[src/rtl/div_unit.sv]
// div_unit -- iterative 32-bit integer divider (DIV / DIVU / REM / REMU).
//
// One restoring iteration per clock on operand magnitudes, with the sign
// fixed up when the result is registered. A zero divisor and signed overflow
// skip the iteration and produce their result on the cycle after accept.
//
// Ports
//   i_clk      clock, rising edge
//   i_reset    synchronous active-high reset
//   i_start    request, accepted only while o_ready=1
//   i_op       00 DIV, 01 DIVU, 10 REM, 11 REMU
//   i_a, i_b   dividend, divisor
//   i_rd       destination tag, echoed on o_rd
//   i_flush    abort the in-flight operation
//   o_ready    high only in IDLE
//   o_valid    one-cycle result strobe
//   o_result   quotient or remainder, held until the next result
//   o_rd       tag of the operation that produced o_result
//
// state  | meaning
// -------+-----------------------------------------------------------
// S_IDLE | waiting for i_start; o_ready=1
// S_CALC | 32 restoring iterations, counter runs 31 down to 0
// S_DONE | o_valid=1 for one cycle, then back to IDLE

module div_unit #(
    parameter int XLEN = 32
) (
    input  logic            i_clk,
    input  logic            i_reset,
    input  logic            i_start,
    input  logic [1:0]      i_op,
    input  logic [XLEN-1:0] i_a,
    input  logic [XLEN-1:0] i_b,
    input  logic [4:0]      i_rd,
    input  logic            i_flush,
    output logic            o_ready,
    output logic            o_valid,
    output logic [XLEN-1:0] o_result,
    output logic [4:0]      o_rd
);

    typedef enum logic [1:0] {
        S_IDLE = 2'd0,
        S_CALC = 2'd1,
        S_DONE = 2'd2
    } state_t;

    localparam logic [XLEN-1:0] MIN_NEG = {1'b1, {(XLEN-1){1'b0}}};
    localparam logic [XLEN-1:0] ALL_ONE = {XLEN{1'b1}};

    state_t          state_q, state_d;
    logic [4:0]      cnt_q, cnt_d;
    logic            rem_sel_q, rem_sel_d;
    logic            qneg_q, qneg_d;
    logic            rneg_q, rneg_d;
    logic [4:0]      rd_q, rd_d;
    logic [XLEN-1:0] rem_q, rem_d;
    logic [XLEN-1:0] quo_q, quo_d;
    logic [XLEN-1:0] bmag_q, bmag_d;
    logic [XLEN-1:0] result_q, result_d;
    logic [4:0]      rd_out_q, rd_out_d;

    // accept-time decode
    logic            op_signed;
    logic            a_neg;
    logic            b_neg;
    logic [XLEN-1:0] a_mag;
    logic [XLEN-1:0] b_mag;
    logic            div_zero;
    logic            overflow;
    logic [XLEN-1:0] special_result;

    // iteration datapath
    logic [XLEN:0]   rem_shift;
    logic [XLEN:0]   diff;
    logic            borrow;
    logic [XLEN-1:0] rem_next;
    logic [XLEN-1:0] quo_next;
    logic [XLEN-1:0] q_final;
    logic [XLEN-1:0] r_final;
    logic [XLEN-1:0] calc_result;

    always_comb begin
        op_signed = ~i_op[0];
        a_neg     = op_signed & i_a[XLEN-1];
        b_neg     = op_signed & i_b[XLEN-1];
        // two's-complement negate of MIN_NEG yields 2^31 as an unsigned value
        a_mag     = a_neg ? -i_a : i_a;
        b_mag     = b_neg ? -i_b : i_b;
        div_zero  = (i_b == '0);
        overflow  = op_signed && (i_a == MIN_NEG) && (i_b == ALL_ONE);
        if (div_zero) begin
            special_result = i_op[1] ? i_a : ALL_ONE;
        end else begin
            special_result = i_op[1] ? '0 : MIN_NEG;
        end
    end

    always_comb begin
        rem_shift = {rem_q, quo_q[XLEN-1]};
        // rem < |b| keeps rem_shift < 2|b|, so bit XLEN of the difference is
        // set exactly when the subtract borrows
        diff      = rem_shift - {1'b0, bmag_q};
        borrow    = diff[XLEN];
        rem_next  = borrow ? rem_shift[XLEN-1:0] : diff[XLEN-1:0];
        quo_next  = {quo_q[XLEN-2:0], ~borrow};
        q_final   = qneg_q ? -quo_next : quo_next;
        r_final   = rneg_q ? -rem_next : rem_next;
        calc_result = rem_sel_q ? r_final : q_final;
    end

    always_comb begin
        state_d   = state_q;
        cnt_d     = cnt_q;
        rem_sel_d = rem_sel_q;
        qneg_d    = qneg_q;
        rneg_d    = rneg_q;
        rd_d      = rd_q;
        rem_d     = rem_q;
        quo_d     = quo_q;
        bmag_d    = bmag_q;
        result_d  = result_q;
        rd_out_d  = rd_out_q;

        case (state_q)
            S_IDLE: begin
                if (i_start) begin
                    rem_sel_d = i_op[1];
                    rd_d      = i_rd;
                    if (div_zero || overflow) begin
                        result_d = special_result;
                        rd_out_d = i_rd;
                        state_d  = S_DONE;
                    end else begin
                        rem_d   = '0;
                        quo_d   = a_mag;
                        bmag_d  = b_mag;
                        qneg_d  = a_neg ^ b_neg;
                        rneg_d  = a_neg;
                        cnt_d   = 5'd31;
                        state_d = S_CALC;
                    end
                end
            end
            S_CALC: begin
                rem_d = rem_next;
                quo_d = quo_next;
                cnt_d = cnt_q - 5'd1;
                if (cnt_q == 5'd0) begin
                    result_d = calc_result;
                    rd_out_d = rd_q;
                    state_d  = S_DONE;
                end
            end
            S_DONE: begin
                state_d = S_IDLE;
            end
            default: begin
                state_d = S_IDLE;
            end
        endcase

        // flush wins over everything above, including an accept, and leaves
        // the visible result untouched
        if (i_flush) begin
            state_d   = S_IDLE;
            cnt_d     = cnt_q;
            rem_sel_d = rem_sel_q;
            qneg_d    = qneg_q;
            rneg_d    = rneg_q;
            rd_d      = rd_q;
            rem_d     = rem_q;
            quo_d     = quo_q;
            bmag_d    = bmag_q;
            result_d  = result_q;
            rd_out_d  = rd_out_q;
        end
    end

    always_ff @(posedge i_clk) begin
        if (i_reset) begin
            state_q   <= S_IDLE;
            cnt_q     <= '0;
            rem_sel_q <= 1'b0;
            qneg_q    <= 1'b0;
            rneg_q    <= 1'b0;
            rd_q      <= '0;
            rem_q     <= '0;
            quo_q     <= '0;
            bmag_q    <= '0;
            result_q  <= '0;
            rd_out_q  <= '0;
        end else begin
            state_q   <= state_d;
            cnt_q     <= cnt_d;
            rem_sel_q <= rem_sel_d;
            qneg_q    <= qneg_d;
            rneg_q    <= rneg_d;
            rd_q      <= rd_d;
            rem_q     <= rem_d;
            quo_q     <= quo_d;
            bmag_q    <= bmag_d;
            result_q  <= result_d;
            rd_out_q  <= rd_out_d;
        end
    end

    assign o_ready  = (state_q == S_IDLE);
    assign o_valid  = (state_q == S_DONE);
    assign o_result = result_q;
    assign o_rd     = rd_out_q;

endmodule
[config.mk]
export PLATFORM = sky130hd
export DESIGN_NAME = div_unit
export DESIGN_NICKNAME = d
export VERILOG_FILES = /design/src/rtl/div_unit.sv
export SDC_FILE = /design/constraint.sdc
export NUM_CORES = 1
export LEC_CHECK = 0
export BUFFER_PORTS_ARGS = -buffer_cell sky130_fd_sc_hd__buf_2
export CORE_MARGIN = 2
export CORE_UTILIZATION = 66
export CTS_BUF_LIST = sky130_fd_sc_hd__clkbuf_4 sky130_fd_sc_hd__clkbuf_8 sky130_fd_sc_hd__clkbuf_16
export CTS_CLUSTER_DIAMETER = 50
export DETAILED_ROUTE_END_ITERATION = 7
export PLACE_DENSITY = 0.88
export SETUP_SLACK_MARGIN = 0.02
export SYNTH_ARGS = -nofsm -noshare
export SYNTH_HDL_FRONTEND = slang
export SYNTH_SLANG_ARGS = --single-unit
export TNS_END_PERCENT = 10
[constraint.sdc]
create_clock -name i_clk -period 9.15 [get_ports i_clk]
set_input_delay 1.83 -clock i_clk [delete_from_list [all_inputs] [get_ports i_clk]]
set_output_delay 1.83 -clock i_clk [all_outputs]
set_load 0.005 [all_outputs]
==> Word level (Yosys, flattened, before mapping) <==
Index checks and enable logic that the tools add are counted.
{ "totals": {"out_inout_bits": 39, "word_cells": 75, "inputBits": 75, "regBits": 148} }
{ "classes": {"eq_ne": 8, "reduce_logical": 13, "n_addsub": 6, "n_bitwise": 7, "n_mux": 30} }
{ "op_table": {"columns": ["cell", "n"], "rows": [
  ["2-to-1 mux 32 bit", 16],
  ["one-hot mux 32 bit (2 select lines)", 3],
  ["negator 32 bit", 4],
  ["== test 32 bit, second input constant", 2],
  ["subtractor 33 x 32 -> 33 bit", 1],
  ["zero test 32 bit", 1],
  ["2-to-1 mux 5 bit", 5],
  ["one-hot mux 5 bit (2 select lines)", 2],
  ["AND reduction 4 bit", 2],
  ["2-to-1 mux 2 bit", 3],
  ["!= test 2 bit, second input constant", 3],
  ["zero test 5 bit", 1],
  ["AND reduction 5 bit", 1],
  ["subtractor 5 x 1 -> 5 bit, second input constant", 1],
  ["inverter 1 bit", 4],
  ["one-hot mux 2 bit (2 select lines)", 1],
  ["AND reduction 3 bit", 1],
  ["AND 1 bit", 2],
  ["== test 2 x 1 -> 1 bit, second input constant", 1],
  ["== test 2 bit, second input constant", 1],
  ["logical AND 1 bit", 2],
  ["zero test 2 bit", 1],
  ["!= test 2 x 1 -> 1 bit, second input constant", 1],
  ["AND reduction 2 bit", 1],
  ["other kinds (4)", 4]
]} }

==> Depth between registers and ports, before layout <==
Gate-level depths: netlist (run 1).
{ "depth": {"word_depth": 7, "mapped_depth": 25, "mapped_depth_nobuf": 21} }

==> Worst setup path after synthesis (run 1) <==
Ideal clock, no wire load.
{ "synth_path": {"path_kind": "reg2reg", "from": "reg quo_q[31]", "to": "reg result_q[24] (netlist: o_result[24])", "arrival_ns": 5.085, "t_required_ns": 9.054, "slack_ns": 3.970, "n_path_buf": 4, "path_stages_with_launch": 26, "setup_ns": 0.096, "period_less_slack_ns": 5.180, "path_cell_list": "dfxtp_1 > inv_1 > ha_1 > inv_1 > fa_1 > a211oi_1 > or3_1 > a21oi_2 > o211a_1 > o211a_1 > buf_6 > inv_6 > buf_2 > buf_2 > buf_2 > nor2_1 > a21oi_1 > ha_1 > inv_1 > nor4b_1 > mux2i_1 > o21bai_2 > or3_1 > o311a_1 > o21a_1 > o41ai_2"} }
{ "synth_between": {"elab_chain_len": 7, "word_cells_on_any_way": 10, "cone_classes": "3 x add/sub; 6 x mux; 1 x bitwise"} }
{ "synth_lines": {"columns": ["item", "line_no", "rtl"], "rows": [
  ["start: declaration", "59", "logic [XLEN-1:0] quo_q, quo_d;"],
  ["start signal: assignment", "202", "quo_q <= quo_d;"],
  ["subtractor 33 x 32 -> 33 bit", "104", "diff = rem_shift - {1'b0, bmag_q};"],
  ["2-to-1 mux 32 bit or inverter 1 bit (tied branches)", "106, 107", null],
  ["negator 32 bit (on tied branches)", "109, 108", null],
  ["2-to-1 mux 32 bit (on tied branches)", "109, 108", null],
  ["2-to-1 mux 32 bit *", "110", "calc_result = rem_sel_q ? r_final : q_final;"],
  ["2-to-1 mux 32 bit *", "150", "if (cnt_q == 5'd0) begin"],
  ["one-hot mux 32 bit (2 select lines) *", "126", "case (state_q)"],
  ["end signal: assignment", "204", "result_q <= result_d;"],
  ["end: declaration", "61", "logic [XLEN-1:0] result_q, result_d;"]
]} }
Mark *: on every way between the ends. The rest lies on a longest branch, timed or not. The select of a mux whose other input is x is not followed.
A chain may end at the register's enable or synchronous reset.

==> Final worst setup path (run 1) <==
{ "layout_path": {"from": "reg bmag_q[0]", "to": "reg result_q[24] (netlist: o_result[24])"} }
{ "layout_between": {"elab_chain_len": 7, "word_cells_on_any_way": 10, "cone_classes": "3 x add/sub; 6 x mux; 1 x bitwise"} }
{ "layout_lines": {"columns": ["item", "line_no", "rtl"], "rows": [
  ["start: declaration", "60", "logic [XLEN-1:0] bmag_q, bmag_d;"],
  ["start signal: assignment", "203", "bmag_q <= bmag_d;"],
  ["subtractor 33 x 32 -> 33 bit *", "104", null],
  ["2-to-1 mux 32 bit or inverter 1 bit (tied branches)", "106, 107", null],
  ["negator 32 bit (on tied branches)", "109, 108", null],
  ["2-to-1 mux 32 bit (on tied branches)", "109, 108", null],
  ["2-to-1 mux 32 bit *", "110", null],
  ["2-to-1 mux 32 bit *", "150", null],
  ["one-hot mux 32 bit (2 select lines) *", "126", null]
]} }
Marks and branches as above.

==> results.md, run 1 <==
- Status: complete, no violations
- Die ar.: between 15000 and 20000 um2
- Inst Count DP: about 1900
- Layout cell share with drive strength beyond 1: 0.114
- Tot Pwr: approximately 1.9 mW
- Fin nets: ~1800
- Number of synthesized flops with an enable pin: 0
- Slowest Stage Delay on Critical Path: 0.46 ns
- Pwr dens: 146 nW/um2
- Post-synth ARST share: 0
- Post-CTS Resized: 0
- IO Port Bufs: ~110
- Setup TNS: 0 ns
- Vias: 13000
- Critical path class: flip-flop to flip-flop
- Clock latency on the worst-skew pair: between 0.4 and 0.5 ns
- Final Non-Filler Cells: about 1900
- TritonCTS clock tree: done
- Crit path max fanout: 62
- Vias in the first global route: roughly 12000
- Max-cap viol count: 0
- Number of synthesized register bits: ~150
- Critical path buffers and inverters: 4
- Mean routed wirelength per cell: roughly 20 um
- Placer Congestion: just under 1
- Cells after Synth: 1658
- Most common cell after layout, fill and taps aside: nor2_1
- Cell variety after synth: 85
- Routed WL: between 30000 and 40000 um
- Root buffer cell: clkbuf_16
- Post-CTS Hold Buffers: 0
- Core ar.: 17800 um2
- Fin crit share: 0.654
- Slowest-stage cell, CP: dfxtp_1
- WP data required: approximately 9.5 ns
- CP startpoint kind: flip-flop
- WP data arrival: 6.32 ns
- Fin. Hold Viols: 0
- Clock buffer depth: 2
- Final Skew: approximately 0.014 ns
- Clk sinks: between 100 and 150
- Mapped cell area: between 10000 and 15000 um2
- HPWL Detailed: 27400 um
- RSZ-0062 raised after global routing: no
- Worst-path cell chain: ha_1 > inv_1 > fa_1 > a211oi_1 > or3_1 > a21oi_2 > o211a_1 > o211a_1 > buf_4 > inv_6 > nor2_1 > a21oi_1 > ha_1 > inv_1 > nor4_1 > mux2i_1 > o21bai_2 > or3_1 > o311a_1 > o21a_1 > o41ai_2
- Area added between synthesis and finish: 9.26%
- # Post-CTS Setup Buffers: 0
- Critical Path Sink Type: flip-flop
- Leak: slightly above 5 nW
- Part of the Yosys area used for sequential elements: 0.249
- # IOs: around 110
- Worst VDD drop: around 150 uV
- Synth warnings: 0
- H-Tree Depth: 4
- Clock buffer count from CTS: 17
- Syn Nets: ~1800
- Detailed Route Iter0 Violations: about 1900
- Starting density of the core: 0.668
- Final ANT Viol Nets: 0
- Period minus WS final: 5.99 ns
- Max Slew Vio Count: 0
- # setup viols final: 0
- Most frequent cells in the layout: 271 x nor2_1, 148 x dfxtp_1, 142 x a21oi_1
- Die H: roughly 140 um
- Vias per cell: about 6.7
- Top_reg_cell synth: dfxtp_1
- HP Class: flip-flop to flip-flop
- Worst-Margin Slew: 1.32 ns
- Die span in x: 138 um
- All-Layer GR Usage: 0.387
- DRC Markers: 0
- Fmax: 167 MHz
- Global route overflow: 0
- Slew Limit Headroom: 0.117
- CTS clk-pin slew, worst paths: roughly 0.080 ns
- Initial antenna violation count: 4
- Syn avg cell area: between 7 and 8 um2
- Fillers: approximately 1400
- Pin count of the biggest net entering global routing: 82
- Top delay family on crit path: compound AO/OA/AOI/OAI gates
- Rows: 49
- Drt first pass iters: 6
- First-pass GRT wire length: a little over 60000 um
-- cells in the mapped netlist (16+ instances only) --
library cell	count	area share
a211oi_1	81	0.051
a21oi_1	142	0.060
a22oi_1	16	0.010
a311oi_1	22	0.016
and3_1	17	0.0089
buf_2	18	0.0076
clkbuf_1	86	0.027
dfxtp_1	148	0.25
ha_1	39	0.041
inv_1	66	0.021
mux2i_1	24	0.020
nand2_1	130	0.041
nand3_1	22	0.0092
nor2_1	272	0.086
nor3_1	54	0.023
nor4_1	28	0.015
o211ai_1	17	0.011
o21ai_0	90	0.038
o31ai_1	22	0.014
xnor2_1	83	0.061
xor2_1	44	0.032
-- kinds of logic after synthesis --
| family | synth area share |
|---|---|
| buffers and inverters | 0.0619 |
| DFF | 0.249 |
| AOI/OAI and AO/OA | 0.285 |
| xor gates and xnor gates | 0.0934 |
| adders and majority gates | 0.0427 |
| muxes | 0.0249 |
| and+or+nand+nor | 0.243 |
-- final cells by class --
cell class                      count  area [um2]  area share
Timing Repair Buffer              124         651      0.0500
Clock buffer                       17         425      0.0327
Inverter                           68         260      0.0200
Multi-Input combinational cell   1329        8240       0.633
Antenna cell                        1        2.50    0.000192
Clock inverter                     15         184      0.0141
Tap cell                          229         287      0.0220
Sequential cell                   148        2960       0.228
-- registers in the layout, indices dropped and copies added (netlist names) --
name       cells
quo_q         32
rem_sel_q      1
o_result      32
rem_q         32
rneg_q         1
cnt_q          5
o_rd           5
rd_q           5
bmag_q        32
qneg_q         1
state_q        2
-- stage by stage --
stage               instance area [um2]  setup WS [ns]  hold WS [ns]  utilization
floorplan                         11900           3.97         0.432            -
global placement                  12400           3.16         0.441        0.695
detailed placement                12400           2.98         0.449        0.695
CTS                               13000           3.30         0.459        0.729
global route                      13000           2.76         0.484        0.729
finish                            13000           3.16         0.459        0.729
-- final timing paths --
| check | startpoint | to | slack, ns | cells after the start |
|---|---|---|---|---|
| worst max register to register | bmag_q[0]$_SDFFE_PP0P_ | o_result[24]$_SDFFE_PP0P_ | 3.16 | 21 |
| worst min register to register | rd_q[3]$_SDFFE_PP0P_ | rd_q[3]$_SDFFE_PP0P_ | 0.46 | 2 |
| worst max-delay path | bmag_q[0]$_SDFFE_PP0P_ | o_result[24]$_SDFFE_PP0P_ | 3.16 | 21 |
| worst min-delay path | rd_q[3]$_SDFFE_PP0P_ | rd_q[3]$_SDFFE_PP0P_ | 0.46 | 2 |
-- routing by layer --
layer	GRT usage	routed length, um
met1	0.494	14900
met5	0	28
met4	0.176	1780
met3	0.105	4100
met2	0.613	17000
-- worst min-delay path, cell delays in order (launching register included) --
cell     delay (ns)
dfxtp_1        0.31
nand2_1        0.05
a21oi_1        0.05
-- power by group --
part | switching (mW) | total, mW | leakage [nW] | internal (mW)
clock | 0.338 | 0.730 | 0.289 | 0.393
sequential | 0.0324 | 0.707 | 1.21 | 0.674
combinational | 0.294 | 0.459 | 3.59 | 0.165
total | 0.664 | 1.90 | 5.09 | 1.23
Power figures use the tool's default switching activity.
==> run 2: changes to the inputs <==
ABC_AREA = 1   (was not set)
CORE_UTILIZATION = 62   (was 66)
PLACE_DENSITY = 0.82   (was 0.88)
clock period = 6.02 ns   (was 9.15 ns; I/O delays follow)
==> run 2 against run 1 <==
- utilization is 4.6 points lower
- global-route usage is 0.49 points lower
- critical path depth is 11 higher
- sequential power is 50% higher
- register-to-register slack worse by 2.3 ns
- synthesized cell count is 37% higher
- cell area is 9.8% higher
- sequential share of layout area is 2.0 points lower
- hold slack worse by 0.0075 ns
- routed wire length is 14% higher
- clock power is 48% higher
- largest cell class unchanged
==> results.md, run 2 <==
- Switch Pwr: 1.08 mW (was 664 uW)
- Number of synthesized register bits: 148 (unchanged)
- Post-synthesis compound-gate area fraction: 0.205 (was 0.285)
- Max Slew Vio Count: 0 (unchanged)
- Core ar.: 20900 um2 (was 17800 um2)
- Final ANT Viol Nets: 0 (unchanged)
- Detailed Route Iter0 Violations: 1569 (was 1886)
- Hold WS: 0.451 ns (was 0.459 ns)
- Initial antenna violation count: 1 (was 4)
- Cell variety after synth: 58 (was 85)
- # Post-CTS Setup Buffers: 0 (unchanged)
- Die ar.: 22300 um2 (was 19100 um2)
- Global route overflow: 0 (unchanged)
- Rows: 53 (was 49)
- WP data arrival: 5.46 ns (was 6.32 ns)
- Worst-Margin Slew: 1.03 ns (was 1.32 ns)
- Vias per cell: 5.84 (was 6.71)
- First-pass GRT wire length: 67600 um (was 60800 um)
- HP Class: flip-flop to flip-flop (unchanged)
- Cells after Synth: 2270 (was 1658)
- Die span in x: 149 um (was 138 um)
- Critical path class: flip-flop to flip-flop (unchanged)
- TritonCTS clock tree: done (unchanged)
- Slowest Stage Delay on Critical Path: 0.43 ns (was 0.46 ns)
- # IOs: 114 (unchanged)
- Clk sinks: 148 (unchanged)
- Pin count of the biggest net entering global routing: 97 (was 82)
- Mapped cell area: 13100 um2 (was 11900 um2)
- Switching share of power: 0.368 (was 0.350)
- Clock power frac: 0.368 (was 0.385)
- H-Tree Depth: 4 (unchanged)
- DRC Markers: 0 (unchanged)
- Largest area contributor in the netlist: dfxtp_1 (unchanged)
- R2R Setup Slk: 0.85 ns (was 3.16 ns)
- Drt first pass iters: 6 (unchanged)
- Leak: 7.07 nW (was 5.09 nW)
- Tot Pwr: 2.93 mW (was 1.90 mW)
- Largest family of logic cells by synthesized area: simple AND/OR/NAND/NOR gates (was compound AO/OA/AOI/OAI gates)
- Most frequent cells in the layout: 617 x nand2_1, 284 x inv_1, 208 x nor2_1 (was 271 x nor2_1, 148 x dfxtp_1, 142 x a21oi_1)
- Syn avg cell area: 5.78 um2 (was 7.18 um2)
- Pwr dens: 205 nW/um2 (was 146 nW/um2)
- Number of synthesized flops with an enable pin: 0 (unchanged)
- Commonest cells in the netlist: 618 x nand2_1, 285 x inv_1, 211 x nor2_1, 206 x a21oi_1, 181 x o21ai_0 (was 272 x nor2_1, 148 x dfxtp_1, 142 x a21oi_1, 130 x nand2_1, 90 x o21ai_0)
- Fin. Hold Viols: 0 (unchanged)
- Adder-cell share of the synthesized area: 0.0387 (was 0.0427)
- Count leader, synth: nand2_1 (was nor2_1)
- Layout cell share with drive strength beyond 1: 0.105 (was 0.114)
- Crit path max fanout: 42 (was 62)
- P_int: 1.85 mW (was 1.23 mW)
- IO Port Bufs: 113 (unchanged)
- Top delay family on crit path: simple AND/OR/NAND/NOR gates (was compound AO/OA/AOI/OAI gates)
- Vias: 15200 (was 13000)
- Fin crit share: 0.858 (was 0.654)
- CTS clk-pin slew, worst paths: 0.07 ns (was 0.08 ns)
- Combinational Power Share: 0.269 (was 0.242)
- WP data required: 6.31 ns (was 9.48 ns)
- Period minus WS final: 5.17 ns (was 5.99 ns)
- Sequential power share: 0.363 (was 0.373)
- Fin nets: 2436 (was 1803)
- Syn Nets: 2385 (was 1773)
- Setup TNS: 0 ns (unchanged)
- Clock buffer count from CTS: 17 (unchanged)
- Status: complete, no violations (unchanged)
- Post-CTS Resized: 0 (unchanged)
- Placer Congestion: 1.00 (was 0.966)
- Max-cap viol count: 0 (unchanged)
- Final Skew: 0.0162 ns (was 0.0137 ns)
- HPWL Detailed: 32200 um (was 27400 um)
- Slew Limit Headroom: 0.315 (was 0.117)
- Mux cell area share after synthesis: 0 (was 0.0249)
- Starting density of the core: 0.628 (was 0.668)
- Most common cell after layout, fill and taps aside: nand2_1 (was nor2_1)
- Post-CTS Hold Buffers: 0 (unchanged)
- Critical Path Sink Type: flip-flop (unchanged)
- Synth warnings: 0 (unchanged)
- Slowest-stage cell, CP: nand2_4 (was dfxtp_1)
- Top_reg_cell synth: dfxtp_1 (unchanged)
- Root buffer cell: clkbuf_16 (unchanged)
- CP startpoint kind: flip-flop (unchanged)
- Synth area leaders: dfxtp_1 23%, nand2_1 18%, inv_1 8.2% (was dfxtp_1 25%, nor2_1 8.6%, xnor2_1 6.1%)
- Routed WL: 43000 um (was 37800 um)
- Cell mode on critical path: nand2_1
- Mean routed wirelength per cell: 16.5 um (was 19.6 um)
- Part of the Yosys area used for sequential elements: 0.226 (was 0.249)
- Worst VDD drop: 179 uV (was 145 uV)
- Post-Synth Simple-Gate Area: 0.378 (was 0.243)
- XOR/XNOR Fraction of Synth Area: 0.0347 (was 0.0934)
- Proportion of netlist area held by the largest area contributor: 0.226 (was 0.249)
- All-Layer GR Usage: 0.382 (was 0.387)
- Vias in the first global route: 13400 (was 12000)
- Fmax: 194 MHz (was 167 MHz)
- Die H: 149 um (was 138 um)
- Area added between synthesis and finish: 8.91% (was 9.26%)
- RSZ-0062 raised after global routing: no (unchanged)
- Clock buffer depth: 2 (unchanged)
- Critical path buffers and inverters: 6 (was 4)
- Post-synth ARST share: 0 (unchanged)
- # setup viols final: 0 (unchanged)
- Clock latency on the worst-skew pair: 0.45 ns (was 0.44 ns)
==> run 2: worst register-to-register path, delay by kind of cell (launching register included) <==
family | cells | cell delay [ns]
buf+inv | 6 | 0.46
compound gates | 5 | 0.85
simple gates | 18 | 2.55
flops | 1 | 0.32
fa+ha+maj | 3 | 0.82
==> run 2: final timing paths <==
path,start,end,depth (start not counted)
setup / recovery,quo_q[31]$_SDFFE_PP0P_,o_result[30]$_SDFFE_PP0P_,32
hold / removal,cnt_q[0]$_SDFFE_PP0P_,cnt_q[0]$_SDFFE_PP0P_,1
setup reg to reg,quo_q[31]$_SDFFE_PP0P_,o_result[30]$_SDFFE_PP0P_,32
hold reg to reg,cnt_q[0]$_SDFFE_PP0P_,cnt_q[0]$_SDFFE_PP0P_,1
==> run 2: cell type report <==
class / instances / area, um2
timing repair buffer: 126 / 663
sequential: 148 / 2960
tap: 275 / 344
antenna: 1 / 2.50
clock buffer: 18 / 433
clock inverter: 14 / 145
multi-input combinational: 1732 / 8620
fill: 1973 / 6610
inverter: 296 / 1110
==> run 2: layer usage <==
layer	part of all wire	wire length, um	vias to the layer above	global-route usage
li1	-	-	7494	-
met1	0.44	18900	6861	0.532
met2	0.44	19000	781	0.602
met3	0.085	3650	104	0.0473
met4	0.034	1450	0	0.147
met5	0	0	-	0
==> run 2: kinds of logic (layout without fill, tap and decap cells) <==
logic type | Yosys count | after routing
compound gates | 496 | 496
xor+xnor | 52 | 52
fa+ha+maj | 40 | 40
buf+inv | 390 | 454
flops | 148 | 148
other cells | 0 | 1
simple gates | 1144 | 1144
==> run 2: through the flow <==
stage                     area (um2)  utilization  std cells  setup slack (ns)
final                          14300        0.684       2610             0.853
after global routing           14300        0.684       2609             0.439
after CTS                      14300        0.684       2609              1.01
after detailed placement       13700        0.656       2577             0.974
after global placement         13700        0.656       2577              1.00
after floorplan                13100            -       2270              1.89
==> run 2: power by group through the flow <==
stage	logic, mW	registers (mW)	clock network (mW)
6_report	0.787	1.06	1.08
5_1_grt	0.869	1.07	1.11
4_1_cts	0.763	1.06	1.07
3_5_place_dp	0.756	1.08	0
3_3_place_gp	0.748	1.08	0
2_1_floorplan	0.542	1.07	0
==> run 3: changes to the inputs <==
REMOVE_ABC_BUFFERS = 1   (was not set)
==> run 3 against run 2 <==
- first-iteration DRC count is 5.5% lower
- sequential share of layout area hardly changed
- hold slack better by 0.0070 ns
- global-route usage is 0.70 points lower
- critical path depth stayed put
- clock skew is 0.0068 ns lower
- sequential power hardly changed
- non-clock buffer count is 2 higher
- critical endpoint unchanged
- highest routed layer unchanged
==> results.md, run 3 (synthesis results as in run 2) <==
- Max-cap viol count: 0 (unchanged)
- Slowest Stage Delay on Critical Path: 0.43 ns (about the same)
- Starting density of the core: 0.628 (unchanged)
- Critical Path Sink Type: flip-flop (unchanged)
- Mean routed wirelength per cell: 16.2 um (was 16.5 um)
- Worst R2R Path Depth: 32 (unchanged)
- Placer Congestion: 0.992 (was 1.00)
- Hold path depth: 1 (unchanged)
- Clock buffer depth: 2 (unchanged)
- GR met1 Demand/Resource: 0.503 (was 0.532)
- Critical path class: flip-flop to flip-flop (unchanged)
- Tot Pwr: 2.89 mW (was 2.93 mW)
- GR met3 Demand/Resource: 0.0576 (was 0.0473)
- Worst VDD drop: 181 uV (was 179 uV)
- # IOs: 114 (unchanged)
- Fin nets: 2438 (was 2436)
- Drt first pass iters: 6 (unchanged)
- # Post-CTS Setup Buffers: 0 (unchanged)
- Rows: 53 (unchanged)
- Leak: 7.06 nW (was 7.07 nW)
- HPWL Detailed: 31600 um (was 32200 um)
- Layout cell share with drive strength beyond 1: 0.106 (was 0.105)
- Final ANT Viol Nets: 0 (unchanged)
- Vias: 15200 (about the same)
- Most common cell after layout, fill and taps aside: nand2_1 (unchanged)
- Final core utilization: 0.683 (was 0.684)
- HP Class: flip-flop to flip-flop (unchanged)
- First-pass GRT wire length: 67200 um (was 67600 um)
- CTS clk-pin slew, worst paths: 0.07 ns (about the same)
- Worst-Margin Slew: 1.11 ns (was 1.03 ns)
- Met2 GRT Util: 0.609 (was 0.602)
- Worst path depth: 32 (unchanged)
- Pin count of the biggest net entering global routing: 93 (was 97)
- All-Layer GR Usage: 0.375 (was 0.382)
- # setup viols final: 0 (unchanged)
- Vias per cell: 5.82 (was 5.84)
- Die span in x: 149 um (unchanged)
- Antenna cells: 0 (was 1)
- Crit path max fanout: 42 (unchanged)
- Slowest-stage cell, CP: nand2_4 (unchanged)
- Clock buffer count from CTS: 17 (unchanged)
- Critical path buffers and inverters: 6 (unchanged)
- Global route overflow: 0 (unchanged)
- TritonCTS clock tree: done (unchanged)
- Fin. Hold Viols: 0 (unchanged)
- Die H: 149 um (unchanged)
- Detailed Route Iter0 Violations: 1482 (was 1569)
- Fmax: 191 MHz (was 194 MHz)
- Final Skew: 0.00938 ns (was 0.0162 ns)
- Period minus WS final: 5.25 ns (was 5.17 ns)
- Initial antenna violation count: 0 (was 1)
- Cell mode on critical path: nand2_1 (unchanged)
- WP data required: 6.31 ns (about the same)
- Root buffer cell: clkbuf_16 (unchanged)
- H-Tree Depth: 4 (unchanged)
- Status: complete, no violations (unchanged)
- Core ar.: 20900 um2 (unchanged)
- Vias in the first global route: 13600 (was 13400)
- IO Port Bufs: 113 (unchanged)
- Most frequent cells in the layout: 617 x nand2_1, 284 x inv_1, 208 x nor2_1 (unchanged)
- Clk sinks: 148 (unchanged)
- Pwr dens: 202 nW/um2 (was 205 nW/um2)
- Fin crit share: 0.871 (was 0.858)
- Post-CTS Resized: 0 (unchanged)
- Clock latency on the worst-skew pair: 0.44 ns (was 0.45 ns)
- RSZ-0062 raised after global routing: no (unchanged)
- Die ar.: 22300 um2 (unchanged)
- CP startpoint kind: flip-flop (unchanged)
- Top delay family on crit path: simple AND/OR/NAND/NOR gates (unchanged)
- Max Slew Vio Count: 0 (unchanged)
- GR peak layer: met2 (unchanged)
- WP data arrival: 5.53 ns (was 5.46 ns)
- Routed WL: 42200 um (was 43000 um)
- DRC Markers: 0 (unchanged)
- Post-CTS Hold Buffers: 0 (unchanged)
- Area added between synthesis and finish: 8.86% (was 8.91%)
- Slew Limit Headroom: 0.253 (was 0.315)
-- run 3: changes by cell type in the layout (fill, tap and decap cells not counted), moves of 2 or more --
| cell | change |
|---|---|
| inv_6 | +2 |
| clkinvlp_4 | +4 |
| clkinv_4 | -3 |
| buf_4 | +2 |
-- run 3: layout make-up --
cell class                 count  area (um2)
sequential                   148        2960
fill                        2003        6610
timing repair buffer         128         678
inverter                     296        1110
clock buffer                  18         439
multi-input combinational   1732        8620
clock inverter                14         120
tap                          275         344
-- run 3: through the flow --
step	setup TNS, ns	hold slack [ns]	cell area [um2]	setup WS (ns)	cells
after global routing	0	0.474	14300	0.257	2611
after detailed placement	0	0.448	13700	1.01	2579
after floorplan	-0.576	0.426	12700	-0.106	2176
after CTS	0	0.456	14300	0.882	2611
final	0	0.458	14300	0.774	2611
after global placement	0	0.445	13700	1.16	2579
-- run 3: power by group --
group          internal (mW)  total, mW  leakage [nW]  switching, mW
Combinational          0.236      0.771          5.59          0.535
Sequential              1.03       1.06          1.21         0.0351
Clock                  0.551       1.05         0.262          0.502
Total                   1.81       2.89          7.06           1.07
-- run 3: routing by layer --
| layer | up-vias | routed length (um) |
|---|---|---|
| met5 | - | 0 |
| met4 | 0 | 1380 |
| met3 | 113 | 3720 |
| met2 | 726 | 18800 |
| met1 | 6844 | 18300 |
| li1 | 7507 | - |
-- run 3: worst paths after layout --
path / startpoint / end / slack (ns)
setup / recovery: quo_q[31]$_SDFFE_PP0P_ / o_result[30]$_SDFFE_PP0P_ / 0.77
hold / removal: cnt_q[0]$_SDFFE_PP0P_ / cnt_q[0]$_SDFFE_PP0P_ / 0.46
setup reg to reg: quo_q[31]$_SDFFE_PP0P_ / o_result[30]$_SDFFE_PP0P_ / 0.77
hold reg to reg: cnt_q[0]$_SDFFE_PP0P_ / cnt_q[0]$_SDFFE_PP0P_ / 0.46
